--- src/rtl/hazard_controller.sv ---
// rtl/hazard_controller.sv - load-use / branch / memory-wait hazard sequencer for the 5-stage pipeline
module hazard_controller #(
    parameter int MAX_WAIT = 16,
    parameter int CNT_W    = 16
) (
    input  logic             clk_i,
    input  logic             rst_i,
    input  logic             idex_memread_i,
    input  logic [4:0]       idex_rt_i,
    input  logic [4:0]       ifid_rs_i,
    input  logic [4:0]       ifid_rt_i,
    input  logic             branch_taken_i,
    input  logic             exmem_memaccess_i,
    input  logic             dmem_ready_i,
    output logic             ctrl_sel_o,
    output logic             pc_write_o,
    output logic             ifid_write_o,
    output logic             ifid_flush_o,
    output logic             idex_flush_o,
    output logic             exmem_flush_o,
    output logic             pipe_en_o,
    output logic             mem_timeout_o,
    output logic [CNT_W-1:0] stall_cnt_o,
    output logic [CNT_W-1:0] flush_cnt_o
);

    localparam int WW = $clog2(MAX_WAIT + 1);
    localparam logic [WW-1:0]    WAIT_LIMIT = WW'(MAX_WAIT);
    localparam logic [CNT_W-1:0] CNT_MAX    = '1;

    typedef enum logic [1:0] {
        S_RUN   = 2'd0,
        S_STALL = 2'd1,
        S_WAIT  = 2'd2,
        S_ERR   = 2'd3
    } state_t;

    state_t            state_q, state_d;
    logic [WW-1:0]     wcnt_q, wcnt_d, wcnt_next;
    logic [CNT_W-1:0]  stall_cnt_q, stall_cnt_d;
    logic [CNT_W-1:0]  flush_cnt_q, flush_cnt_d;
    logic              timeout_q, timeout_d;

    logic lu, mw, br;

    // Hazard terms; register $0 never creates a dependency.
    assign lu = idex_memread_i & (idex_rt_i != 5'd0) &
                ((idex_rt_i == ifid_rs_i) | (idex_rt_i == ifid_rt_i));
    assign mw = exmem_memaccess_i & ~dmem_ready_i;
    assign br = branch_taken_i;

    // Wait count the FSM would hold after another frozen cycle.
    assign wcnt_next = (state_q == S_WAIT) ? (wcnt_q + WW'(1)) : WW'(1);

    // State, wait counter, event counters and the sticky timeout flag.
    always_ff @(posedge clk_i) begin
        if (!rst_i) begin
            state_q     <= S_RUN;
            wcnt_q      <= '0;
            stall_cnt_q <= '0;
            flush_cnt_q <= '0;
            timeout_q   <= 1'b0;
        end else begin
            state_q     <= state_d;
            wcnt_q      <= wcnt_d;
            stall_cnt_q <= stall_cnt_d;
            flush_cnt_q <= flush_cnt_d;
            timeout_q   <= timeout_d;
        end
    end

    // Next-state logic and Mealy decode of the pipeline controls; mw > br > lu.
    always_comb begin
        state_d       = state_q;
        wcnt_d        = '0;
        stall_cnt_d   = stall_cnt_q;
        flush_cnt_d   = flush_cnt_q;
        timeout_d     = timeout_q;
        ctrl_sel_o    = 1'b1;
        pc_write_o    = 1'b1;
        ifid_write_o  = 1'b1;
        pipe_en_o     = 1'b1;
        ifid_flush_o  = 1'b0;
        idex_flush_o  = 1'b0;
        exmem_flush_o = 1'b0;

        if (state_q == S_ERR) begin
            state_d      = S_ERR;
            ctrl_sel_o   = 1'b0;
            pc_write_o   = 1'b0;
            ifid_write_o = 1'b0;
            pipe_en_o    = 1'b0;
        end else if (mw) begin
            // Freeze everything; EX/MEM keeps any pending branch for later.
            pc_write_o   = 1'b0;
            ifid_write_o = 1'b0;
            pipe_en_o    = 1'b0;
            if (wcnt_next == WAIT_LIMIT) begin
                state_d   = S_ERR;
                timeout_d = 1'b1;
            end else begin
                state_d = S_WAIT;
                wcnt_d  = wcnt_next;
            end
        end else if (br) begin
            ifid_flush_o  = 1'b1;
            idex_flush_o  = 1'b1;
            exmem_flush_o = 1'b1;
            ctrl_sel_o    = 1'b0;
            state_d       = S_RUN;
            if (flush_cnt_q != CNT_MAX) begin
                flush_cnt_d = flush_cnt_q + CNT_W'(1);
            end
        end else if (lu && (state_q != S_STALL)) begin
            // One bubble into ID/EX while PC and IF/ID hold.
            ctrl_sel_o   = 1'b0;
            pc_write_o   = 1'b0;
            ifid_write_o = 1'b0;
            state_d      = S_STALL;
            if (stall_cnt_q != CNT_MAX) begin
                stall_cnt_d = stall_cnt_q + CNT_W'(1);
            end
        end else begin
            state_d = S_RUN;
        end

        // Held in reset: keep the pipeline frozen and inert.
        if (!rst_i) begin
            ctrl_sel_o    = 1'b0;
            pc_write_o    = 1'b0;
            ifid_write_o  = 1'b0;
            pipe_en_o     = 1'b0;
            ifid_flush_o  = 1'b0;
            idex_flush_o  = 1'b0;
            exmem_flush_o = 1'b0;
        end
    end

    assign mem_timeout_o = timeout_q;
    assign stall_cnt_o   = stall_cnt_q;
    assign flush_cnt_o   = flush_cnt_q;

endmodule

--- config.mk ---
export PLATFORM = sky130hd
export DESIGN_NAME = hazard_controller
export DESIGN_NICKNAME = d
export VERILOG_FILES = /design/src/rtl/hazard_controller.sv
export SDC_FILE = /design/constraint.sdc
export NUM_CORES = 1
export LEC_CHECK = 0
export ABC_AREA = 0
export CORE_MARGIN = 3
export CORE_UTILIZATION = 41
export CTS_BUF_LIST = sky130_fd_sc_hd__clkbuf_16
export DETAILED_ROUTE_END_ITERATION = 8
export GPL_TIMING_DRIVEN = 0
export MAX_ROUTING_LAYER = met4
export PLACE_DENSITY = 0.81
export SETUP_SLACK_MARGIN = 0.15
export SLEW_MARGIN = 40
export SYNTH_ARGS = -nofsm -noshare
export SYNTH_HDL_FRONTEND = slang
export SYNTH_SLANG_ARGS = --single-unit
--- constraint.sdc ---
create_clock -name clk_i -period 1.74 [get_ports clk_i]
set_input_delay 0.261 -clock clk_i [delete_from_list [all_inputs] [get_ports clk_i]]
set_output_delay 0.261 -clock clk_i [all_outputs]
set_load 0.02 [all_outputs]
==> results.sh <==
export IMPL_status="finished with violations"
export IMPL_violations_in_the_final_reports="setup timing"
export IMPL_holdCritStartpoint="dmem_ready_i"
export IMPL_setup_viol=35
export IMPL_clock_tree_htree_level_count=2
export IMPL_viasPerCell=5.70
export IMPL_worst_setup_path_type="reg2reg"
export IMPL_timing_rr_end="stall_cnt_o[15]"
export IMPL_synth_net_count=285
export IMPL_timing_critical_path_cells="nand4_1, or3_1, or4_4, buf_8, or4_4, a21oi_1"
export IMPL_met1_length_mm=3.07
export IMPL_slowest_delay_ps=450
export IMPL_asr_flop_ratio_synth_pct=0
export IMPL_grt_antenna_before_repair=0
export IMPL_cts_sinks=40
export IMPL_seq_area_frac_synth_pct=36.9
export IMPL_place_detailed_hpwl_mm=4.43
export IMPL_worst_vdd_drop_uv=687
export IMPL_area_growth_synth_to_final_pct=71.6
export IMPL_synth_adder_area_share_pct=1.73
export IMPL_wire_length_of_the_first_global_routing_pass_mm=11.5
export IMPL_slew_violations=0
export IMPL_num_nets_final=383
export IMPL_kind_of_path_behind_the_tightest_hold_check="in2reg"
export IMPL_max_slew_worst_pin_slew_ps=816
export IMPL_critical_path_most_common_cell="or4_4"
export IMPL_regToRegStartpoint="stall_cnt_o[2]"
export IMPL_synth_cell_type_count=42
export IMPL_leakagePower_nw=1.50
export IMPL_timing_critical_path_required_ps=1960
export IMPL_drt_antenna_violating_nets=0
export IMPL_max_cap_violations=0
export IMPL_synth_mux_area_fraction_pct=2.31
export IMPL_start_util_pct=44.2
export IMPL_worstPathArrival_ps=2290
export IMPL_drt_drc_violations_left=0
export IMPL_rsz0062_at_grt="true"
export IMPL_gp_routability_congestion=0.894
export IMPL_post_synth_xor_area_fraction_pct=8.88
export IMPL_first_global_vias=2350
export IMPL_synth_edf_count=0
export IMPL_clock_tree_from_tritoncts="yes"
export IMPL_clock_latency_ps=290
export IMPL_grt_max_degree=14
export IMPL_mean_instance_size_in_the_synthesized_netlist_um2=8.31
export IMPL_synth_top_family_by_area="simple AND/OR/NAND/NOR gates"
export IMPL_detailroute_wirelength_met2_mm=3.99
export IMPL_final_hold_violation_count=0
export IMPL_main_area_contributors_after_synthesis="dfxtp_1, xor2_1, or4_1"
export IMPL_synth_largest_area_cell="dfxtp_1"
export IMPL_cellPowerDensity_nw_per_um2=601
export IMPL_worst_slew_margin_rel_pct=45.6
export IMPL_postSynthCellCount=261
export IMPL_worst_setup_path_end_kind="flop"
export IMPL_worst_hold_path_num_cells=4
export IMPL_synth_compound_gate_area_share_pct=15.5
export IMPL_grt_use_total_pct=24.0
export IMPL_hold_path_end="state_q[1]"
export IMPL_layout_worst_path_cycle_share_pct=119
export IMPL_syn_std_cell_area_um2=2170
export IMPL_final_setup_skew_ps=6.70
export IMPL_clock_fmax_mhz=481
export IMPL_finalInstanceArea_um2=3720
export IMPL_synth_commonest_cells="dfxtp_1, a21oi_1, nor2_1"
export IMPL_critical_path_startpoint_type="flop"
export IMPL_port_buffers=60
export IMPL_critPathLaunch="stall_cnt_o[2]"
export IMPL_synth_simple_gate_area_share_pct=29.8
export IMPL_detail_route_wirelength_mm=7.66
export IMPL_route_top_layer_used="met4"
export IMPL_floorplan_rows=25
export IMPL_grt_ovfl_total=0
export IMPL_cts_root_buffer_cell="clkbuf_16"
export IMPL_yosysWarningCount=0
export IMPL_rr_worst_depth=6
export IMPL_core_um2=4910
export IMPL_worst_r2r_setup_slack_ps=-340
export IMPL_finalCriticalPeriod_ps=2080
export IMPL_yosys_cell_count_top_type="dfxtp_1"
export IMPL_drt_pass1_iter_count=4
export IMPL_n_antenna_cell=0
export IMPL_number_of_i_o_pins=61
export IMPL_avgRoutedWirePerCell_um=17.9
export IMPL_cts_root_to_sink_buffers=2
export IMPL_wl_met3_um=406
export IMPL_crit_path_top_delay_cell="or4_4"
export IMPL_design_die_area_um2=6200
export IMPL_layout_drive_gt1_share_pct=40.0
export IMPL_postPlaceCellArea_um2=3010
export IMPL_drt_iter0_drc=155
export IMPL_tns_ps=-5860
export IMPL_die_height_um=78.7
export IMPL_postSynthRegisterBits=40
export IMPL_num_vias=2434
export IMPL_critical_path_max_fanout=7
export IMPL_utilization_pct=75.8
export IMPL_worst_slack_ps=-338
export IMPL_synthFlopType="dfxtp_1"
export IMPL_fp_dieW_um=78.7
export IMPL_yosys_area_top_type_share_pct=36.9
export IMPL_cts_clk_slew_worst_paths_ps=60
export IMPL_cts_buffers=5
[critical path: cells and delay by family, from the launching register on]
family	cells	cell delay (ps)
buffers and inverters	1	150
AO/OA/AOI/OAI	1	140
AND/OR/NAND/NOR	4	1320
flip-flops	1	380
[worst max path at each step]
stage                 endpoint  slack, ps  cells after the start
2_1_floorplan  stall_cnt_o[15]       -180                      6
3_3_place_gp        pc_write_o      -1230                      9
3_5_place_dp        pc_write_o      -1210                      9
4_1_cts             pc_write_o       -330                      9
5_1_grt         stall_cnt_o[9]       -390                      6
6_report       stall_cnt_o[15]       -340                      6
[flip-flops by register name (all words and copies together), names as in the netlist]
name,flops
wcnt_q,5
state_q,2
flush_cnt_o,16
mem_timeout_o,1
stall_cnt_o,16
[cells by family after synthesis]
kind of cell	after synthesis
adder cells (fa/ha/maj)	3
AND/OR/NAND/NOR	115
XOR/XNOR	22
multiplexers	5
AO/OA/AOI/OAI	52
flip-flops	40
buffers and inverters	24
[metal layers]
layer,track usage [%],up-vias
li1,-,1157
met1,27.6,1167
met2,41.3,89
met3,5.67,21
met4,7.69,0
met5,-,-
[per-stage QoR]
stage               worst slack, ps  hold WS, ps  instances  total power, mW
floorplan                      -177          405        261             1.06
CTS                            -325          486        421             2.21
detailed placement            -1210          478        388             1.18
global placement              -1230          466        388             1.18
global route                   -387          522        427             2.32
finish                         -338          494        427             2.24
[cell type report]
cell class                      instances  area [um^2]
Sequential cell                        40          863
Fill cell                             326         1190
Timing Repair Buffer                   91          830
Multi-Input combinational cell        197         1590
Clock buffer                            6          150
Tap cell                               67         83.8
Clock inverter                          2         12.5
Inverter                                8         30.0
Buffer                                 16          160
[report_power, final]
part           total (mW)  switching [mW]  internal (mW)
logic               0.311           0.163          0.148
registers           0.915          0.0127          0.902
clock network        1.01           0.396          0.617
total                2.24           0.572           1.67
[layout by cell type, fill, tap and decap left out, types with 5 or more instances in the layout]
cell,netlist,layout
dfxtp_4,0,14
nand3_1,11,9
o31ai_1,14,6
buf_6,0,23
clkdlybuf4s50_1,0,12
dfxtp_1,40,18
clkbuf_16,0,7
nor2_1,20,18
dfxtp_2,0,8
nand4_1,11,11
o31ai_2,0,5
buf_2,3,7
dlygate4sd2_1,0,22
or4_1,18,11
a21oi_2,0,5
clkbuf_2,1,5
dlymetal6s2s_1,0,5
inv_1,8,7
buf_4,3,21
nand2b_1,6,5
nand2_1,19,17
mux2i_1,5,5
or4_4,0,7
xor2_1,18,18
and3_1,6,5
a21oi_1,20,15
[what timing repair did]
item | 4_1_cts | 5_1_grt
gates resized for setup | 153 | 53
endpoints found under the setup margin | 55 | 46
pin swaps | 35 | 28
buffers inserted | 22 | 6
hold buffers | 0 | 0
gates cloned | 3 | 0
Power figures use the tool's default switching activity.
